## src/rtl/mem_region_decoder.sv

```systemverilog
// Registered address decoder: maps a CPU virtual address onto one of NREG regions,
// flags unmapped/misaligned/read-only-write faults and keeps a sticky first-fault record.
module mem_region_decoder #(
    parameter int                  NREG         = 4,
    parameter int                  PADDR_W      = 13,
    parameter logic [NREG*32-1:0]  REGION_BASE  = {32'hFFFF0000, 32'h0000B800, 32'h7FFFEFFC, 32'h10010000},
    parameter logic [NREG*32-1:0]  REGION_LIMIT = {32'hFFFF000C, 32'h0000CACF, 32'h7FFFFFFB, 32'h10010FFF},
    parameter logic [NREG-1:0]     REGION_RO    = 4'b0000,
    localparam int                 BANK_W       = (NREG > 1) ? $clog2(NREG) : 1
) (
    input  logic               clk,
    input  logic               rst,
    input  logic               memRead,
    input  logic               memWrite,
    input  logic [31:0]        virtualAddress,
    input  logic [1:0]         accSize,
    input  logic               excAck,
    output logic [PADDR_W-1:0] physicalAddress,
    output logic [NREG-1:0]    memEn,
    output logic [BANK_W-1:0]  memBank,
    output logic               accValid,
    output logic               invalidAddress,
    output logic               excValid,
    output logic [1:0]         excCause,
    output logic [31:0]        badVAddr,
    output logic               excOverflow,
    output logic [7:0]         faultCount
);

    logic               w_req;
    logic               w_hit;
    logic [BANK_W-1:0]  w_idx;
    logic [NREG-1:0]    w_en;
    logic [PADDR_W-1:0] w_off;
    logic               w_ro;
    logic               w_misalign;
    logic               w_fault;
    logic               w_good;
    logic [1:0]         w_cause;

    logic [PADDR_W-1:0] r_pa;
    logic [NREG-1:0]    r_en;
    logic [BANK_W-1:0]  r_bank;
    logic               r_acc;
    logic               r_inv;
    logic               r_exc_valid;
    logic [1:0]         r_exc_cause;
    logic [31:0]        r_bad_vaddr;
    logic               r_exc_ovf;
    logic [7:0]         r_fault_cnt;

    assign w_req = memRead | memWrite;

    // Lowest-index region wins on overlap: later matches are ignored once w_hit is set.
    always_comb begin
        w_hit = 1'b0;
        w_idx = '0;
        w_en  = '0;
        w_off = '0;
        w_ro  = 1'b0;
        for (int unsigned i = 0; i < NREG; i++) begin
            if (!w_hit &&
                virtualAddress >= REGION_BASE[32*i +: 32] &&
                virtualAddress <= REGION_LIMIT[32*i +: 32]) begin
                w_hit   = 1'b1;
                w_idx   = BANK_W'(i);
                w_en[i] = 1'b1;
                w_off   = PADDR_W'(virtualAddress - REGION_BASE[32*i +: 32]);
                w_ro    = REGION_RO[i];
            end
        end
    end

    always_comb begin
        case (accSize)
            2'b00:   w_misalign = 1'b0;
            2'b01:   w_misalign = virtualAddress[0];
            default: w_misalign = virtualAddress[1] | virtualAddress[0];
        endcase
    end

    assign w_fault = w_req & (~w_hit | w_misalign | (memWrite & w_ro));
    assign w_good  = w_req & ~w_fault;
    assign w_cause = !w_hit ? 2'b01 : (w_misalign ? 2'b10 : 2'b11);

    always_ff @(posedge clk) begin
        if (rst) begin
            r_pa   <= '0;
            r_en   <= '0;
            r_bank <= '0;
            r_acc  <= 1'b0;
            r_inv  <= 1'b0;
        end else begin
            r_pa   <= w_good ? w_off : '0;
            r_en   <= w_good ? w_en  : '0;
            r_bank <= w_good ? w_idx : '0;
            r_acc  <= w_good;
            r_inv  <= w_fault;
        end
    end

    // A fault arriving with excAck is treated as a fresh first fault.
    always_ff @(posedge clk) begin
        if (rst) begin
            r_exc_valid <= 1'b0;
            r_exc_cause <= '0;
            r_bad_vaddr <= '0;
            r_exc_ovf   <= 1'b0;
        end else if (w_fault && (!r_exc_valid || excAck)) begin
            r_exc_valid <= 1'b1;
            r_exc_cause <= w_cause;
            r_bad_vaddr <= virtualAddress;
            r_exc_ovf   <= 1'b0;
        end else if (w_fault) begin
            r_exc_ovf   <= 1'b1;
        end else if (excAck) begin
            r_exc_valid <= 1'b0;
            r_exc_ovf   <= 1'b0;
        end
    end

    always_ff @(posedge clk) begin
        if (rst) begin
            r_fault_cnt <= '0;
        end else if (w_fault && r_fault_cnt != 8'hFF) begin
            r_fault_cnt <= r_fault_cnt + 8'd1;
        end
    end

    assign physicalAddress = r_pa;
    assign memEn           = r_en;
    assign memBank         = r_bank;
    assign accValid        = r_acc;
    assign invalidAddress  = r_inv;
    assign excValid        = r_exc_valid;
    assign excCause        = r_exc_cause;
    assign badVAddr        = r_bad_vaddr;
    assign excOverflow     = r_exc_ovf;
    assign faultCount      = r_fault_cnt;

endmodule

```

## config.mk

```make
export PLATFORM = sky130hd
export DESIGN_NAME = mem_region_decoder
export DESIGN_NICKNAME = d
export VERILOG_FILES = /design/src/rtl/mem_region_decoder.sv
export SDC_FILE = /design/constraint.sdc
export NUM_CORES = 1
export LEC_CHECK = 0
export BUFFER_PORTS_ARGS = -buffer_cell sky130_fd_sc_hd__buf_2
export CORE_MARGIN = 10
export CORE_UTILIZATION = 54
export DETAILED_ROUTE_END_ITERATION = 6
export PLACE_DENSITY_LB_ADDON = 0.05
export RECOVER_POWER = 50
export SLEW_MARGIN = 20
export SYNTH_ARGS = -nofsm -noshare
export SYNTH_HDL_FRONTEND = slang
export SYNTH_SLANG_ARGS = --single-unit
```

## constraint.sdc

```tcl
create_clock -name clk -period 5.65 [get_ports clk]
set_input_delay 0.8475 -clock clk [delete_from_list [all_inputs] [get_ports clk]]
set_output_delay 0.8475 -clock clk [all_outputs]
set_load 0.01 [all_outputs]
```

==> flow_summary.yaml <==
timing:
  setup_violations: 0
  fmax_mhz: 298
  hold_viol_final: 0
  tightest_slew_ns: 1.05
  period_share: 0.595
  drv_slew: 0
  slew_headroom: 0.301
  finalSetupTns_ns: 0
  fin_crit_ns: 3.36
  rsz0062_at_grt: "no"
  fin_skew_ns: 0.00912
job:
  maxCapViolations: 0
die:
  die_area_sq_mm: 0.00898
  core_area_sq_mm: 0.00547
  num_rows: 27
  die_h_microns: 94.7
  pin_count: 104
  start_util: 0.551
  fp.dieW_microns: 94.7
drt:
  vias_per_cell: 5.46
  first_pass_iters: 4
  wirelength_microns: 8170
  drt_iter0_markers: 90
  wire_per_inst_microns: 15.5
  routed-via-count: 2872
  drc_errors: 0
  ant_nets: 0
final_layout:
  num-nets-final: 493
  final_area_sq_mm: 0.00369
  fin_util: 0.674
  syn2layout_area_growth_pct: 22.2
  antenna_cells: 0
  layout-drive-gt1-share: 0.141
  fillers: 537
placement:
  dpl.hpwl_microns: 6050
  numPortBuffers: 103
  gp_congestion: 0.831
  dpl_cell_area_sq_mm: 0.00354
power:
  power_density_mw_per_mm2: 289
  p_leak_uw: 0.00155
  peakVddDrop_mv: 0.150
grt:
  overflow: 0
  grt_pass1_wl_microns: 13300
  antenna_found_initial: 0
  grt_pass1_vias: 2806
  grt_max_degree: 64
  grt_usage: 0.182
worst_hold_path:
  hold_start: "badVAddr[9]$_SDFFE_PP0P_"
  min_to: "badVAddr[9]$_SDFFE_PP0P_"
  hold-path-cell-count: 2
  hold_path_class: "flip-flop to flip-flop"
clock_network:
  cts_setup_buffers: 0
  cts_tree: "done"
  numCtsBuffers: 9
  cts.clk_slew.worst_paths_ns: 0.07
  cts_root_buf: "clkbuf_8"
  htree_levels: 3
  cts_resized: 0
  clock_sinks: 65
  hold_buffers: 0
  clock_latency_ns: 0.34
  clk_path_buf_depth: 2
setup_path:
  reg2reg_slack_ns: 3.69
  cp.arrival_ns: 3.62
  start_kind: "primary input"
  reg2reg_from: "excValid$_SDFFE_PP0P_"
  reg2reg_to: "badVAddr[8]$_SDFFE_PP0P_"
  critical_path_required_ns: 5.91
  end_kind: "flip-flop"
  path_max_fanout: 29
  crit_path_top_delay_cell: "nor2_4"
  max_stage_delay_ns: 0.83
  worstSetupPathType: "primary input to flip-flop"
  reg2reg_depth: 4
  cp_cell_sequence: "buf_2 -> ha_1 -> nand3_1 -> or4_1 -> o2111ai_1 -> buf_4 -> a21oi_4 -> nor2_4 -> mux2i_1"
yosys:
  ys_seq_elements: 65
  synth.distinct_cells: 53
  ys_top_cells_by_area: "dfxtp_1 (43%), mux2i_1 (9.6%), nand2_1 (8.7%)"
  async_flop_share: 0
  yosysTopAreaCell: "dfxtp_1"
  synthCells: 352
  synth-seq-area-share: 0.431
  yosysMostFrequentCell: "nand2_1"
  synth_edf_count: 0
  synthFlopType: "dfxtp_1"
  avgSynthCellArea_sq_um: 8.57
  synth_warnings: 0
  synth_commonest_cells: "nand2_1 (70), dfxtp_1 (65), mux2i_1 (29)"
  synth_nets: 396
  synth.cell_area_sq_mm: 0.00302
  synth_top_area_frac: 0.431
run_status:
  status: "complete, no violations"
kinds of logic (layout without fill, tap and decap cells):
kind of cell / after synthesis / after routing / share of synthesized area
XOR/XNOR: 1 / 1 / 0.00290
flip-flops: 65 / 65 / 0.431
AND/OR/NAND/NOR: 162 / 162 / 0.264
buffers and inverters: 25 / 127 / 0.0406
multiplexers: 30 / 30 / 0.100
adder cells (fa/ha/maj): 5 / 5 / 0.0207
AO/OA/AOI/OAI: 64 / 64 / 0.140
routing by layer:
metal | GRT usage | vias up | wire length [microns]
li1 | - | 1457 | -
met1 | 0.218 | 1316 | 3520
met2 | 0.303 | 84 | 3900
met3 | 0.0484 | 15 | 606
met4 | 0.0761 | 0 | 140
met5 | 0 | - | 0
state kept, by name (all words and copies together) (netlist names):
signal / cells
invalidAddress: 1
excValid: 1
badVAddr: 32
physicalAddress: 13
faultCount: 8
memEn: 4
accValid: 1
excCause: 2
excOverflow: 1
memBank: 2
worst max-delay path by stage:
stage | startpoint | end
global placement | virtualAddress[2] | badVAddr[7]$_SDFFE_PP0P_
CTS | virtualAddress[3] | badVAddr[8]$_SDFFE_PP0P_
global route | virtualAddress[3] | badVAddr[31]$_SDFFE_PP0P_
floorplan | virtualAddress[6] | faultCount[7]$_SDFFE_PP0P_
detailed placement | virtualAddress[3] | badVAddr[8]$_SDFFE_PP0P_
finish | virtualAddress[3] | badVAddr[8]$_SDFFE_PP0P_
per-stage QoR:
| step | hold WS, ns | total power (uW) | setup WS, ns | cells |
|---|---|---|---|---|
| floorplan | 0.479 | 576 | 2.68 | 352 |
| global placement | 0.439 | 633 | 2.02 | 510 |
| detailed placement | 0.443 | 635 | 1.96 | 510 |
| CTS | 0.455 | 1080 | 2.30 | 526 |
| global route | 0.480 | 1110 | 2.05 | 526 |
| finish | 0.459 | 1060 | 2.29 | 526 |
worst max-delay path, delay by kind of cell:
family / cells / cell delay (ns)
AOI/OAI and AO/OA: 2 / 0.40
adders and majority gates: 1 / 0.21
buffers and inverters: 2 / 0.41
muxes: 1 / 0.27
and+or+nand+nor: 3 / 1.46
report_power, final:
group	internal [uW]	total (uW)	switching (uW)
logic	48.0	128	79.6
clock network	271	445	174
registers	480	492	12.4
total	799	1060	266
cell type report:
| cell class | count | area [sq um] | share of cell area |
|---|---|---|---|
| Clock buffer | 11 | 151 | 0.0411 |
| Sequential cell | 65 | 1300 | 0.353 |
| Tap cell | 72 | 90.1 | 0.0244 |
| Multi-Input combinational cell | 262 | 1600 | 0.433 |
| Inverter | 7 | 26.3 | 0.00713 |
| Timing Repair Buffer | 104 | 442 | 0.120 |
| Clock inverter | 5 | 77.6 | 0.0210 |
cells in the final DEF, fill, tap and decap left out, types with 6 or more instances in the layout:
master / synthesis / layout
a21oi_1: 21 / 21
nor4_1: 7 / 7
clkbuf_1: 12 / 65
o21ai_0: 13 / 13
dfxtp_1: 65 / 65
nor2_1: 25 / 25
buf_2: 2 / 38
and3_1: 7 / 7
inv_1: 6 / 6
nand2_1: 70 / 70
nand3_1: 10 / 10
nor3b_1: 6 / 6
clkbuf_8: 0 / 11
or4_1: 6 / 6
mux2i_1: 29 / 29
(Power assumes the default switching activity.)
